File: config.mk
export PLATFORM = sky130hd
export DESIGN_NAME = pht_sram_ctrl
export DESIGN_NICKNAME = d
export VERILOG_FILES = /design/src/rtl/pht_sram_ctrl.sv
export SDC_FILE = /design/constraint.sdc
export NUM_CORES = 1
export LEC_CHECK = 0
export ABC_AREA = 1
export CAP_MARGIN = 40
export CORE_AREA = 2 2 126 128
export CTS_CLUSTER_DIAMETER = 60
export CTS_CLUSTER_SIZE = 14
export DETAILED_ROUTE_END_ITERATION = 12
export DIE_AREA = 0 0 128 130
export GPL_ROUTABILITY_DRIVEN = 0
export PLACE_DENSITY_LB_ADDON = 0.05
export SLEW_MARGIN = 20
export SYNTH_ARGS = -nofsm -noshare
export SYNTH_HDL_FRONTEND = slang
export SYNTH_SLANG_ARGS = --single-unit
File: constraint.sdc
create_clock -name clk -period 10.4 [get_ports clk]
set_clock_uncertainty 0.05 [all_clocks]
set_input_delay 3.12 -clock clk [delete_from_list [all_inputs] [get_ports clk]]
set_output_delay 3.12 -clock clk [all_outputs]
set_load 0.02 [all_outputs]
File: src/rtl/pht_sram_ctrl.sv
// Pattern history table controller: owns both ports of a 2-port 2-bit-counter
// SRAM, sweeps it to a known value after reset, serves 1-cycle lookups on
// port 0 and runs queued read-modify-write counter updates on port 1 with
// forwarding of recent port-1 writes.
module pht_sram_ctrl #(
  parameter int unsigned INDEX_WIDTH = 8,
  parameter int unsigned UPD_DEPTH   = 4,
  parameter logic [1:0]  INIT_CTR    = 2'b01
) (
  input  logic                   clk,
  input  logic                   rst,
  output logic                   init_done,
  input  logic                   pred_valid,
  input  logic [INDEX_WIDTH-1:0] pred_index,
  output logic                   pred_resp_valid,
  output logic [1:0]             pred_ctr,
  output logic                   pred_taken,
  input  logic                   upd_valid,
  output logic                   upd_ready,
  input  logic [INDEX_WIDTH-1:0] upd_index,
  input  logic                   upd_taken,
  output logic                   sram0_csb,
  output logic                   sram0_web,
  output logic [INDEX_WIDTH-1:0] sram0_addr,
  output logic [1:0]             sram0_din,
  input  logic [1:0]             sram0_dout,
  output logic                   sram1_csb,
  output logic                   sram1_web,
  output logic [INDEX_WIDTH-1:0] sram1_addr,
  output logic [1:0]             sram1_din,
  input  logic [1:0]             sram1_dout
);

  localparam int unsigned SWEEP_W = INDEX_WIDTH - 1;
  localparam int unsigned PTR_W   = $clog2(UPD_DEPTH);
  localparam int unsigned CNT_W   = PTR_W + 1;
  localparam logic [SWEEP_W-1:0] SWEEP_LAST = '1;

  typedef enum logic [1:0] {S_INIT, S_DRAIN, S_RUN} top_e;
  typedef enum logic [1:0] {U_IDLE, U_RD, U_WR} upd_e;

  typedef struct packed {
    logic [INDEX_WIDTH-1:0] idx;
    logic                   taken;
  } upd_t;

  top_e                   top_q, top_d;
  logic [SWEEP_W-1:0]     sweep_q, sweep_d;
  logic                   drain_q, drain_d;
  upd_e                   ust_q, ust_d;
  upd_t                   cur_q, cur_d;
  upd_t                   fifo_q [UPD_DEPTH];
  upd_t                   fifo_d [UPD_DEPTH];
  logic [PTR_W-1:0]       rd_ptr_q, rd_ptr_d;
  logic [PTR_W-1:0]       wr_ptr_q, wr_ptr_d;
  logic [CNT_W-1:0]       cnt_q, cnt_d;
  logic                   hist_vld_q, hist_vld_d;
  logic [INDEX_WIDTH-1:0] hist_idx_q, hist_idx_d;
  logic [1:0]             hist_val_q, hist_val_d;
  logic                   fwd0_hit_q, fwd0_hit_d;
  logic [1:0]             fwd0_val_q, fwd0_val_d;
  logic                   fwd1_hit_q, fwd1_hit_d;
  logic [1:0]             fwd1_val_q, fwd1_val_d;
  logic                   pred_resp_valid_q, pred_resp_valid_d;
  logic                   upd_ready_q, upd_ready_d;
  logic                   init_done_q, init_done_d;

  logic                   run;
  logic                   sweeping;
  logic                   rd0;
  logic                   rd1;
  logic                   wr1;
  logic                   push;
  logic                   pop;
  logic [1:0]             upd_data1;
  logic [1:0]             new_ctr;

  // Saturating 2-bit counter step
  function automatic logic [1:0] sat_ctr(input logic [1:0] c, input logic t);
    logic [1:0] r;
    if (t) r = (c == 2'b11) ? 2'b11 : c + 2'b01;
    else   r = (c == 2'b00) ? 2'b00 : c - 2'b01;
    return r;
  endfunction

  // Per-cycle request decode and the RMW write value
  always_comb begin
    run       = (top_q == S_RUN);
    sweeping  = (top_q == S_INIT);
    rd0       = run && pred_valid;
    rd1       = run && (ust_q == U_RD);
    wr1       = run && (ust_q == U_WR);
    push      = upd_valid && upd_ready_q;
    pop       = run && (cnt_q != '0) && ((ust_q == U_IDLE) || (ust_q == U_WR));
    upd_data1 = fwd1_hit_q ? fwd1_val_q : sram1_dout;
    new_ctr   = sat_ctr(upd_data1, cur_q.taken);
  end

  // SRAM ports are driven in the request cycle so data returns one cycle later
  always_comb begin
    sram0_csb  = rst || !(sweeping || rd0);
    sram0_web  = rst || !sweeping;
    sram0_addr = sweeping ? {sweep_q, 1'b0} : pred_index;
    sram0_din  = INIT_CTR;
    sram1_csb  = rst || !(sweeping || rd1 || wr1);
    sram1_web  = rst || !(sweeping || wr1);
    sram1_addr = sweeping ? {sweep_q, 1'b1} : cur_q.idx;
    sram1_din  = sweeping ? INIT_CTR : new_ctr;
  end

  // Next-state logic for sweep, update engine, FIFO and forwarding history
  always_comb begin
    top_d             = top_q;
    sweep_d           = sweep_q;
    drain_d           = drain_q;
    ust_d             = ust_q;
    cur_d             = cur_q;
    fifo_d            = fifo_q;
    rd_ptr_d          = rd_ptr_q;
    wr_ptr_d          = wr_ptr_q;
    cnt_d             = cnt_q;
    hist_vld_d        = wr1;
    hist_idx_d        = cur_q.idx;
    hist_val_d        = new_ctr;
    fwd0_hit_d        = 1'b0;
    fwd0_val_d        = 2'b00;
    fwd1_hit_d        = 1'b0;
    fwd1_val_d        = 2'b00;
    pred_resp_valid_d = rd0;

    unique case (top_q)
      S_INIT: begin
        if (sweep_q == SWEEP_LAST) begin
          top_d   = S_DRAIN;
          sweep_d = '0;
          drain_d = 1'b0;
        end else begin
          sweep_d = sweep_q + SWEEP_W'(1);
        end
      end
      S_DRAIN: begin
        drain_d = 1'b1;
        if (drain_q) top_d = S_RUN;
      end
      S_RUN:   top_d = S_RUN;
      default: top_d = S_INIT;
    endcase

    unique case (ust_q)
      U_IDLE:  if (pop) ust_d = U_RD;
      U_RD:    ust_d = U_WR;
      U_WR:    ust_d = pop ? U_RD : U_IDLE;
      default: ust_d = U_IDLE;
    endcase

    if (pop) begin
      cur_d    = fifo_q[rd_ptr_q];
      rd_ptr_d = rd_ptr_q + PTR_W'(1);
    end
    if (push) begin
      fifo_d[wr_ptr_q] = '{idx: upd_index, taken: upd_taken};
      wr_ptr_d         = wr_ptr_q + PTR_W'(1);
    end
    cnt_d = cnt_q + CNT_W'(push) - CNT_W'(pop);

    // A write issued this cycle is younger than the one held in history
    if (rd0) begin
      if (wr1 && (cur_q.idx == pred_index)) begin
        fwd0_hit_d = 1'b1;
        fwd0_val_d = new_ctr;
      end else if (hist_vld_q && (hist_idx_q == pred_index)) begin
        fwd0_hit_d = 1'b1;
        fwd0_val_d = hist_val_q;
      end
    end
    if (rd1 && hist_vld_q && (hist_idx_q == cur_q.idx)) begin
      fwd1_hit_d = 1'b1;
      fwd1_val_d = hist_val_q;
    end

    upd_ready_d = (top_d == S_RUN) && (cnt_d != CNT_W'(UPD_DEPTH));
    init_done_d = (top_d == S_RUN);
  end

  // State registers; reset drops all queued and in-flight work
  always_ff @(posedge clk or posedge rst) begin
    if (rst) begin
      top_q             <= S_INIT;
      sweep_q           <= '0;
      drain_q           <= 1'b0;
      ust_q             <= U_IDLE;
      cur_q             <= '0;
      fifo_q            <= '{default: '0};
      rd_ptr_q          <= '0;
      wr_ptr_q          <= '0;
      cnt_q             <= '0;
      hist_vld_q        <= 1'b0;
      hist_idx_q        <= '0;
      hist_val_q        <= 2'b00;
      fwd0_hit_q        <= 1'b0;
      fwd0_val_q        <= 2'b00;
      fwd1_hit_q        <= 1'b0;
      fwd1_val_q        <= 2'b00;
      pred_resp_valid_q <= 1'b0;
      upd_ready_q       <= 1'b0;
      init_done_q       <= 1'b0;
    end else begin
      top_q             <= top_d;
      sweep_q           <= sweep_d;
      drain_q           <= drain_d;
      ust_q             <= ust_d;
      cur_q             <= cur_d;
      fifo_q            <= fifo_d;
      rd_ptr_q          <= rd_ptr_d;
      wr_ptr_q          <= wr_ptr_d;
      cnt_q             <= cnt_d;
      hist_vld_q        <= hist_vld_d;
      hist_idx_q        <= hist_idx_d;
      hist_val_q        <= hist_val_d;
      fwd0_hit_q        <= fwd0_hit_d;
      fwd0_val_q        <= fwd0_val_d;
      fwd1_hit_q        <= fwd1_hit_d;
      fwd1_val_q        <= fwd1_val_d;
      pred_resp_valid_q <= pred_resp_valid_d;
      upd_ready_q       <= upd_ready_d;
      init_done_q       <= init_done_d;
    end
  end

  assign init_done       = init_done_q;
  assign upd_ready       = upd_ready_q;
  assign pred_resp_valid = pred_resp_valid_q;
  assign pred_ctr        = pred_resp_valid_q ? (fwd0_hit_q ? fwd0_val_q : sram0_dout) : 2'b00;
  assign pred_taken      = pred_ctr[1];

endmodule

==> results of run 1 <==
synth_stat cells (5+ instances only):
cell type / count
o21ai_0: 75
inv_1: 60
nor3_1: 5
o21ai_1: 8
xnor2_1: 7
xor2_1: 6
nand2_1: 130
inv_2: 5
o32ai_1: 9
ha_1: 7
clkbuf_1: 8
nand3_1: 7
a21oi_1: 6
nor2_1: 53
dfrtp_1: 84
worst max-delay path: stages:
cell and delay (ns):
clkdlybuf4s50_1 0.45, inv_1 0.03, o21ai_0 0.25, nand2_1 0.09, nand2_1 0.06, nand2_1 0.08, nor2_1 0.09, clkdlybuf4s50_1 0.60
logic make-up after synthesis:
kind of cell / Yosys count / synth area share
AO/OA/AOI/OAI: 101 / 0.135
XOR/XNOR: 13 / 0.0282
adder cells (fa/ha/maj): 8 / 0.0267
buffers and inverters: 81 / 0.0797
flip-flops: 84 / 0.521
other: 2 / 0.00186
AND/OR/NAND/NOR: 207 / 0.207
sequential cells by signal, summed over array words and instances, names as in the netlist, 3 cells and up:
register / cells
sweep_q: 7
hist_idx_q: 8
cnt_q: 3
fifo_q: 36
hist_idx_d: 8
power by group:
group | internal, uW | switching, uW
Clock | 185 | 134
Sequential | 327 | 0.112
Combinational | 13.4 | 18.4
per-stage QoR:
stage	setup slack [ns]	hold WS, ns
CTS	1.91	0.367
finish	2.46	0.363
detailed placement	1.91	0.353
global placement	1.93	0.352
global route	2.32	0.382
floorplan	1.50	0.324
worst max-delay path by stage:
stage / to / slack (ns) / cells past startpoint
2_1_floorplan: sram0_csb / 1.50 / 2
3_3_place_gp: sram0_csb / 1.93 / 4
3_5_place_dp: sram1_csb / 1.91 / 4
4_1_cts: sram0_csb / 1.91 / 4
5_1_grt: sram1_din[1] / 2.32 / 8
6_report: sram1_din[1] / 2.46 / 8
metal layers:
layer,GRT usage,vias up
met5,0,-
met4,0.0562,0
met2,0.209,63
li1,-,1671
met1,0.172,1480
met3,0.0267,10
layout make-up:
cell class,count,share of cell area
timing repair buffer,55,0.110
clock inverter,7,0.0134
sequential,84,0.417
inverter,65,0.0486
clock buffer,9,0.0446
multi-input combinational,331,0.319
tap,192,0.0476
==> run_results.csv, run 1 <==
group,metric,value,unit
routing,ant_nets,0,
timing,fmax,126,MHz
min_path,hold_path_depth,0,
job,maxCapViolCount,0,
die,row_count,46,
routing,routed_wl,10000,microns
logic_synthesis,synth.cell_area,0.00403,sq mm
worst_setup_path,reg2reg_slack,7.61,ns
global_routing,overflow,0,
power,p_leak,0.00243,uW
logic_synthesis,yosysTopAreaCell,"dfrtp_1",
final_layout,area_delta_synth_final,25.1,%
timing,slew_viol_final,0,
die,start_util,0.261,
die,die_h,130,microns
global_routing,grt_pass1_wl,16300,microns
clocking,cts.repair.resized,0,
logic_synthesis,syn-num-nets,529,
clocking,cts-buffers-inserted,9,
clocking,cts_hold_buf,0,
power,power_density,134,mW/mm^2
routing,firstDrtPassIters,5,
logic_synthesis,synth_ff_type,"dfrtp_1",
worst_setup_path,r2r_end,"upd_ready$_DFF_PP0_",
placement,io_buffers,52,
logic_synthesis,synth.avg_cell_area,8.13,sq um
logic_synthesis,ys_warn_count,0,
global_routing,grt_max_degree,46,
timing,worstMarginPinSlew,0.699,ns
run_status,status,"completed",
timing,slew_headroom,0.534,
logic_synthesis,yosysUniqueCellTypes,28,
global_routing,grt_pass1_vias,3082,
timing,fin_setup_tns,0,ns
logic_synthesis,yosys-top-cells-area,"dfrtp_1, nand2_1, o21ai_0, inv_1, nor2_1",
timing,fin_crit_sh,0.764,
final_layout,fin_nets,579,
clocking,clock_latency,0.34,ns
power,ir_drop,0.0625,mV
routing,wl_met2,4610,microns
logic_synthesis,synthArstFlopShare,1.00,
routing,vias,3224,
clocking,ctsRootBufferMaster,"clkbuf_16",
placement,dp_hpwl,7160,microns
clocking,h-tree-depth,3,
worst_setup_path,critPathMaxFanout,3,
worst_setup_path,worstRegToRegCells,15,
final_layout,postLayoutCoreUtil,0.327,
min_path,worst_hold_startpoint,"hist_idx_d[5]$_DFFE_PP0P_",
final_layout,final_common_cell,"nand2_1",
placement,dp.cells,726,
clocking,postCtsSetupBuffers,0,
timing,setup_viol,0,
routing,drt_iter0_drc,150,
timing,finalCriticalPeriod,7.94,ns
die,io_pins,55,
global_routing,antenna_found_initial,0,
power,p_total,677,uW
clocking,cts_buffer_depth,2,
routing,met3_length,363,microns
logic_synthesis,synthCells,496,
routing,drc,0,
final_layout,num-fill-cells,1650,
clocking,cts_tree,"yes",
final_layout,multi_input_area,0.00161,sq mm
placement,placed_cell_area,0.00473,sq mm
clocking,cts_sinks,84,
routing,wl_met1,4870,microns
worst_setup_path,arrival,4.77,ns
min_path,holdPathEnd,"hist_idx_q[5]$_DFF_PP0_",
routing,top_layer,"met4",
logic_synthesis,synth_top_area_frac,0.521,
final_layout,antenna_cells,0,
die,die-area,0.0166,sq mm
timing,finalHoldViolCount,0,
worst_setup_path,crit_type,"primary input to output port",
worst_setup_path,startpoint,"sram1_dout[0]",
logic_synthesis,seq_area_frac_synth,0.521,
final_layout,seqCellArea,0.00210,sq mm
worst_setup_path,crit_path_end_kind,"output port",
final_layout,final_area,0.00504,sq mm
logic_synthesis,synth-edff-count,0,
worst_setup_path,worstSetupStartpointType,"primary input",
global_routing,grt_usage,0.130,
routing,viasPerCell,4.34,
clocking,clk_pin_slew_worst_paths,0.06,ns
die,die_x,128,microns
routing,wire_per_inst,13.5,microns
worst_setup_path,worstPathRequired,7.23,ns
min_path,hold_class,"flip-flop to flip-flop",
die,core_area,0.0154,sq mm
final_layout,drive_above_1_share,0.0599,
logic_synthesis,synth-seq-cells,84,
final_layout,final_cells,743,
final_layout,final_cell_mix,"nand2_1, dfrtp_1, o21ai_0",
worst_setup_path,rr_startpoint,"top_q[0]$_DFF_PP0_",
timing,rsz0062_at_grt,"false",
No activity file was read; power rests on OpenSTA's default activity.
==> run 2, diff against run 1 <==
- clock period: 10.4 -> 6.9 ns (I/O delays scaled with it)
==> run 2 against run 1 <==
Sequential share of layout area fell by 0.16 points. Worst hold slack better by 0.015 ns. Register-to-register slack lost 3.5 ns. Via count rose by 0.87%. Combinational power rose by 47%. Non-clock buffer count is the same.
==> run_results.csv, run 2 (synthesis gave the netlist of run 1 again) <==
group,metric,value,unit
die,die-area,0.0166,sq mm
die,die_h,130,microns
timing,fmax,170,MHz
clocking,cts_tree,"yes",
final_layout,seqCellArea,0.00210,sq mm
timing,slew_headroom,0.510,
timing,setup_viol,0,
worst_setup_path,worstPathRequired,4.78,ns
placement,io_buffers,52,
final_layout,antenna_cells,0,
timing,finalCriticalPeriod,5.87,ns
routing,vias,3252,
placement,dp_hpwl,7230,microns
clocking,cts-buffers-inserted,9,
final_layout,final_cell_mix,"nand2_1, dfrtp_1, o21ai_0",
timing,fin_setup_tns,0,ns
clocking,h-tree-depth,3,
final_layout,area_delta_synth_final,25.6,%
routing,wire_per_inst,13.5,microns
clocking,ctsRootBufferMaster,"clkbuf_16",
final_layout,postLayoutCoreUtil,0.328,
routing,firstDrtPassIters,4,
clocking,cts_hold_buf,0,
clocking,postCtsSetupBuffers,0,
power,ir_drop,0.0997,mV
worst_setup_path,arrival,3.75,ns
routing,routed_wl,10000,microns
clocking,cts_sinks,84,
clocking,cts.repair.resized,0,
die,row_count,46,
power,power_density,211,mW/mm^2
final_layout,drive_above_1_share,0.0599,
job,maxCapViolCount,0,
min_path,hold_class,"flip-flop to flip-flop",
timing,fin_crit_sh,0.850,
timing,finalHoldViolCount,0,
run_status,status,"completed",
worst_setup_path,crit_path_end_kind,"output port",
routing,drt_iter0_drc,194,
final_layout,final_common_cell,"nand2_1",
final_layout,regMostFlops,"fifo_q",
timing,slew_viol_final,0,
global_routing,grt_pass1_wl,16600,microns
die,die_x,128,microns
global_routing,overflow,0,
clocking,clock_latency,0.34,ns
die,io_pins,55,
worst_setup_path,worstSetupStartpointType,"primary input",
routing,ant_nets,0,
routing,viasPerCell,4.38,
timing,rsz0062_at_grt,"false",
final_layout,num-fill-cells,1643,
global_routing,antenna_found_initial,0,
global_routing,grt_pass1_vias,3169,
worst_setup_path,crit_type,"primary input to output port",
global_routing,grt_usage,0.132,
worst_setup_path,critPathMaxFanout,3,
power,p_leak,0.00245,uW
clocking,cts_buffer_depth,2,
final_layout,fin_nets,579,
routing,drc,0,
final_layout,largest_register_ffs,36,
timing,worstMarginPinSlew,0.734,ns
die,start_util,0.261,
clocking,clk_pin_slew_worst_paths,0.06,ns
final_layout,multi_input_area,0.00161,sq mm
die,core_area,0.0154,sq mm
global_routing,grt_max_degree,39,
==> run 2: worst paths after layout <==
| kind | from | to | slack (ns) | cells past startpoint |
|---|---|---|---|---|
| min | hist_idx_d[5]$_DFFE_PP0P_ | hist_idx_q[5]$_DFF_PP0_ | 0.38 | 0 |
| min reg2reg | hist_idx_d[5]$_DFFE_PP0P_ | hist_idx_q[5]$_DFF_PP0_ | 0.38 | 0 |
| max in group asynchronous | rst | hist_idx_q[0]$_DFF_PP0_ | 4.05 | 3 |
| min in group asynchronous | rst | cnt_q[1]$_DFF_PP0_ | 1.95 | 2 |
| max reg2reg | top_q[0]$_DFF_PP0_ | upd_ready$_DFF_PP0_ | 4.14 | 15 |
| max | sram1_dout[0] | sram1_din[1] | 1.03 | 8 |
==> run 2: worst max-delay path: stages <==
cell             delay (ns)
clkdlybuf4s50_1        0.45
inv_1                  0.03
o21ai_0                0.26
nand2_1                0.09
nand2_1                0.07
nand2_1                0.08
nor2_1                 0.10
clkdlybuf4s50_1        0.61
==> run 2: final cells by class <==
type / instances / area share
sequential: 84 / 0.415
tap: 192 / 0.0474
timing repair buffer: 55 / 0.107
clock buffer: 10 / 0.0472
clock inverter: 6 / 0.0170
inverter: 65 / 0.0484
multi-input combinational: 331 / 0.318
==> run 2: routing by layer <==
layer  wire length (microns)  track usage  vias to the layer above
li1                        -            -                     1675
met1                    4790        0.166                     1500
met2                    4670        0.221                       66
met3                     386       0.0279                       11
met4                     154       0.0543                        0
met5                       0            0                        -
==> run 2: power breakdown <==
part / internal, uW / leakage, uW / total [uW] / switching, uW
clock network: 327 / 0.000159 / 529 / 202
logic: 19.4 / 0.00114 / 46.9 / 27.5
registers: 493 / 0.00115 / 493 / 0.135
total: 839 / 0.00245 / 1070 / 230
==> run 2: metrics by stage <==
step	hold slack, ns	cells	setup slack [ns]	area, sq um	power, uW
after global routing	0.396	743	0.877	5060	1120
after global placement	0.353	727	1.03	4740	551
after detailed placement	0.357	727	1.03	4740	551
after floorplan	0.324	496	0.0965	4030	526
final	0.378	743	1.03	5060	1070
after CTS	0.372	743	1.03	5060	1090
==> run 3, diff against run 2 <==
- CORE_AREA: 2 2 126 128 -> 2 2 140 115
- DIE_AREA: 0 0 128 130 -> 0 0 142 117
- clock period: 6.9 -> 6.6 ns (I/O delays scaled with it)
==> run 3 against run 2 <==
Worst hold slack improved by 0.0085 ns. Die area decreased by 0.16%. Final area increased by 0.35%. Sequential cell count unchanged. Sequential power increased by 4.7%. Clock power increased by 4.0%. Combinational power increased by 9.2%. Routed wire length increased by 1.7%. Total power increased by 4.5%. Critical path depth unchanged. Global-route usage increased by 0.26 points. Critical endpoint unchanged. Largest cell class unchanged. Largest power group unchanged.
==> run_results.csv, run 3 (synthesis gave the netlist of run 1 again) <==
group,metric,value,unit
routing,firstDrtPassIters,5,
die,io_pins,55,
timing,slew_headroom,0.539,
routing,drc,0,
final_layout,final_common_cell,"nand2_1",
worst_setup_path,arrival,3.65,ns
timing,fmax,176,MHz
routing,wire_per_inst,13.7,microns
die,die-area,0.0166,sq mm
final_layout,drive_above_1_share,0.0563,
routing,viasPerCell,4.38,
worst_setup_path,worstSetupStartpointType,"primary input",
timing,fin_setup_tns,0,ns
die,row_count,41,
clocking,clock_latency,0.35,ns
clocking,clk_pin_slew_worst_paths,0.06,ns
timing,finalCriticalPeriod,5.68,ns
final_layout,final_cell_mix,"nand2_1, dfrtp_1, o21ai_0",
global_routing,antenna_found_initial,0,
worst_setup_path,critPathMaxFanout,3,
die,core_area,0.0153,sq mm
power,p_total,1120,uW
timing,setup_viol,0,
clocking,ctsRootBufferMaster,"clkbuf_16",
timing,slew_viol_final,0,
die,die_h,117,microns
timing,fin_crit_sh,0.860,
clocking,h-tree-depth,3,
global_routing,grt_max_degree,47,
job,maxCapViolCount,0,
routing,vias,3255,
final_layout,antenna_cells,0,
min_path,hold_class,"flip-flop to flip-flop",
placement,dp_hpwl,7410,microns
clocking,cts_hold_buf,0,
final_layout,regMostFlops,"fifo_q",
power,power_density,220,mW/mm^2
global_routing,grt_usage,0.134,
worst_setup_path,crit_type,"primary input to output port",
power,p_leak,0.00244,uW
placement,io_buffers,52,
worst_setup_path,crit_path_end_kind,"output port",
clocking,cts_buffer_depth,2,
final_layout,num-fill-cells,1620,
die,die_x,142,microns
final_layout,largest_register_ffs,36,
clocking,cts_sinks,84,
routing,ant_nets,0,
clocking,cts-buffers-inserted,9,
routing,drt_iter0_drc,236,
clocking,cts_tree,"yes",
global_routing,grt_pass1_vias,3158,
global_routing,overflow,0,
worst_setup_path,worstPathRequired,4.57,ns
final_layout,fin_nets,579,
timing,finalHoldViolCount,0,
clocking,cts.repair.resized,0,
final_layout,area_delta_synth_final,26.0,%
clocking,postCtsSetupBuffers,0,
timing,rsz0062_at_grt,"false",
timing,worstMarginPinSlew,0.692,ns
die,start_util,0.263,
power,ir_drop,0.141,mV
global_routing,grt_pass1_wl,16700,microns
routing,routed_wl,10200,microns
run_status,status,"completed",
run 3: final cells by class:
type / count / area [sq um] / area share
multi-input combinational: 331 / 1610 / 0.317
clock buffer: 12 / 246 / 0.0485
clock inverter: 4 / 72.6 / 0.0143
timing repair buffer: 55 / 563 / 0.111
inverter: 65 / 248 / 0.0487
sequential: 84 / 2100 / 0.414
tap: 193 / 241 / 0.0475
run 3: stage by stage:
stage / area, sq um / setup WS [ns] / hold WS [ns] / utilization / std cells
floorplan: 4040 / 0.745 / 0.324 / - / 496
global placement: 4740 / 0.936 / 0.360 / 0.309 / 727
detailed placement: 4760 / 0.904 / 0.370 / 0.311 / 728
CTS: 5080 / 0.903 / 0.385 / 0.331 / 744
global route: 5080 / 0.812 / 0.402 / 0.331 / 744
finish: 5080 / 0.923 / 0.386 / 0.331 / 744
run 3: final timing paths:
check / start / end / slack, ns / depth (start not counted)
setup reg to reg: top_q[0]$_DFF_PP0_ / upd_ready$_DFF_PP0_ / 3.82 / 15
max in group asynchronous: rst / hist_val_q[0]$_DFF_PP0_ / 3.66 / 4
hold / removal: hist_idx_d[0]$_DFFE_PP0P_ / hist_idx_q[0]$_DFF_PP0_ / 0.39 / 0
hold reg to reg: hist_idx_d[0]$_DFFE_PP0P_ / hist_idx_q[0]$_DFF_PP0_ / 0.39 / 0
min in group asynchronous: rst / top_q[1]$_DFF_PP0_ / 1.86 / 2
setup / recovery: sram1_dout[0] / sram1_din[1] / 0.92 / 8
run 3: worst max-delay path, stage by stage:
cell and delay (ns):
clkdlybuf4s50_1 0.45, inv_1 0.03, o21ai_0 0.25, nand2_1 0.09
nand2_1 0.06, nand2_1 0.08, nor2_1 0.09, clkdlybuf4s50_1 0.60
run 3: where the power goes:
part	switching (uW)	total, uW	internal, uW
Combinational	29.6	51.2	21.6
Clock	209	550	342
Sequential	0.156	516	515
run 3: per-layer routing:
layer	wire [microns]	GRT usage	vias up
met5	0	0	-
met4	201	0.0447	0
met3	449	0.0468	12
met2	4310	0.210	59
met1	5220	0.176	1514
li1	-	-	1670
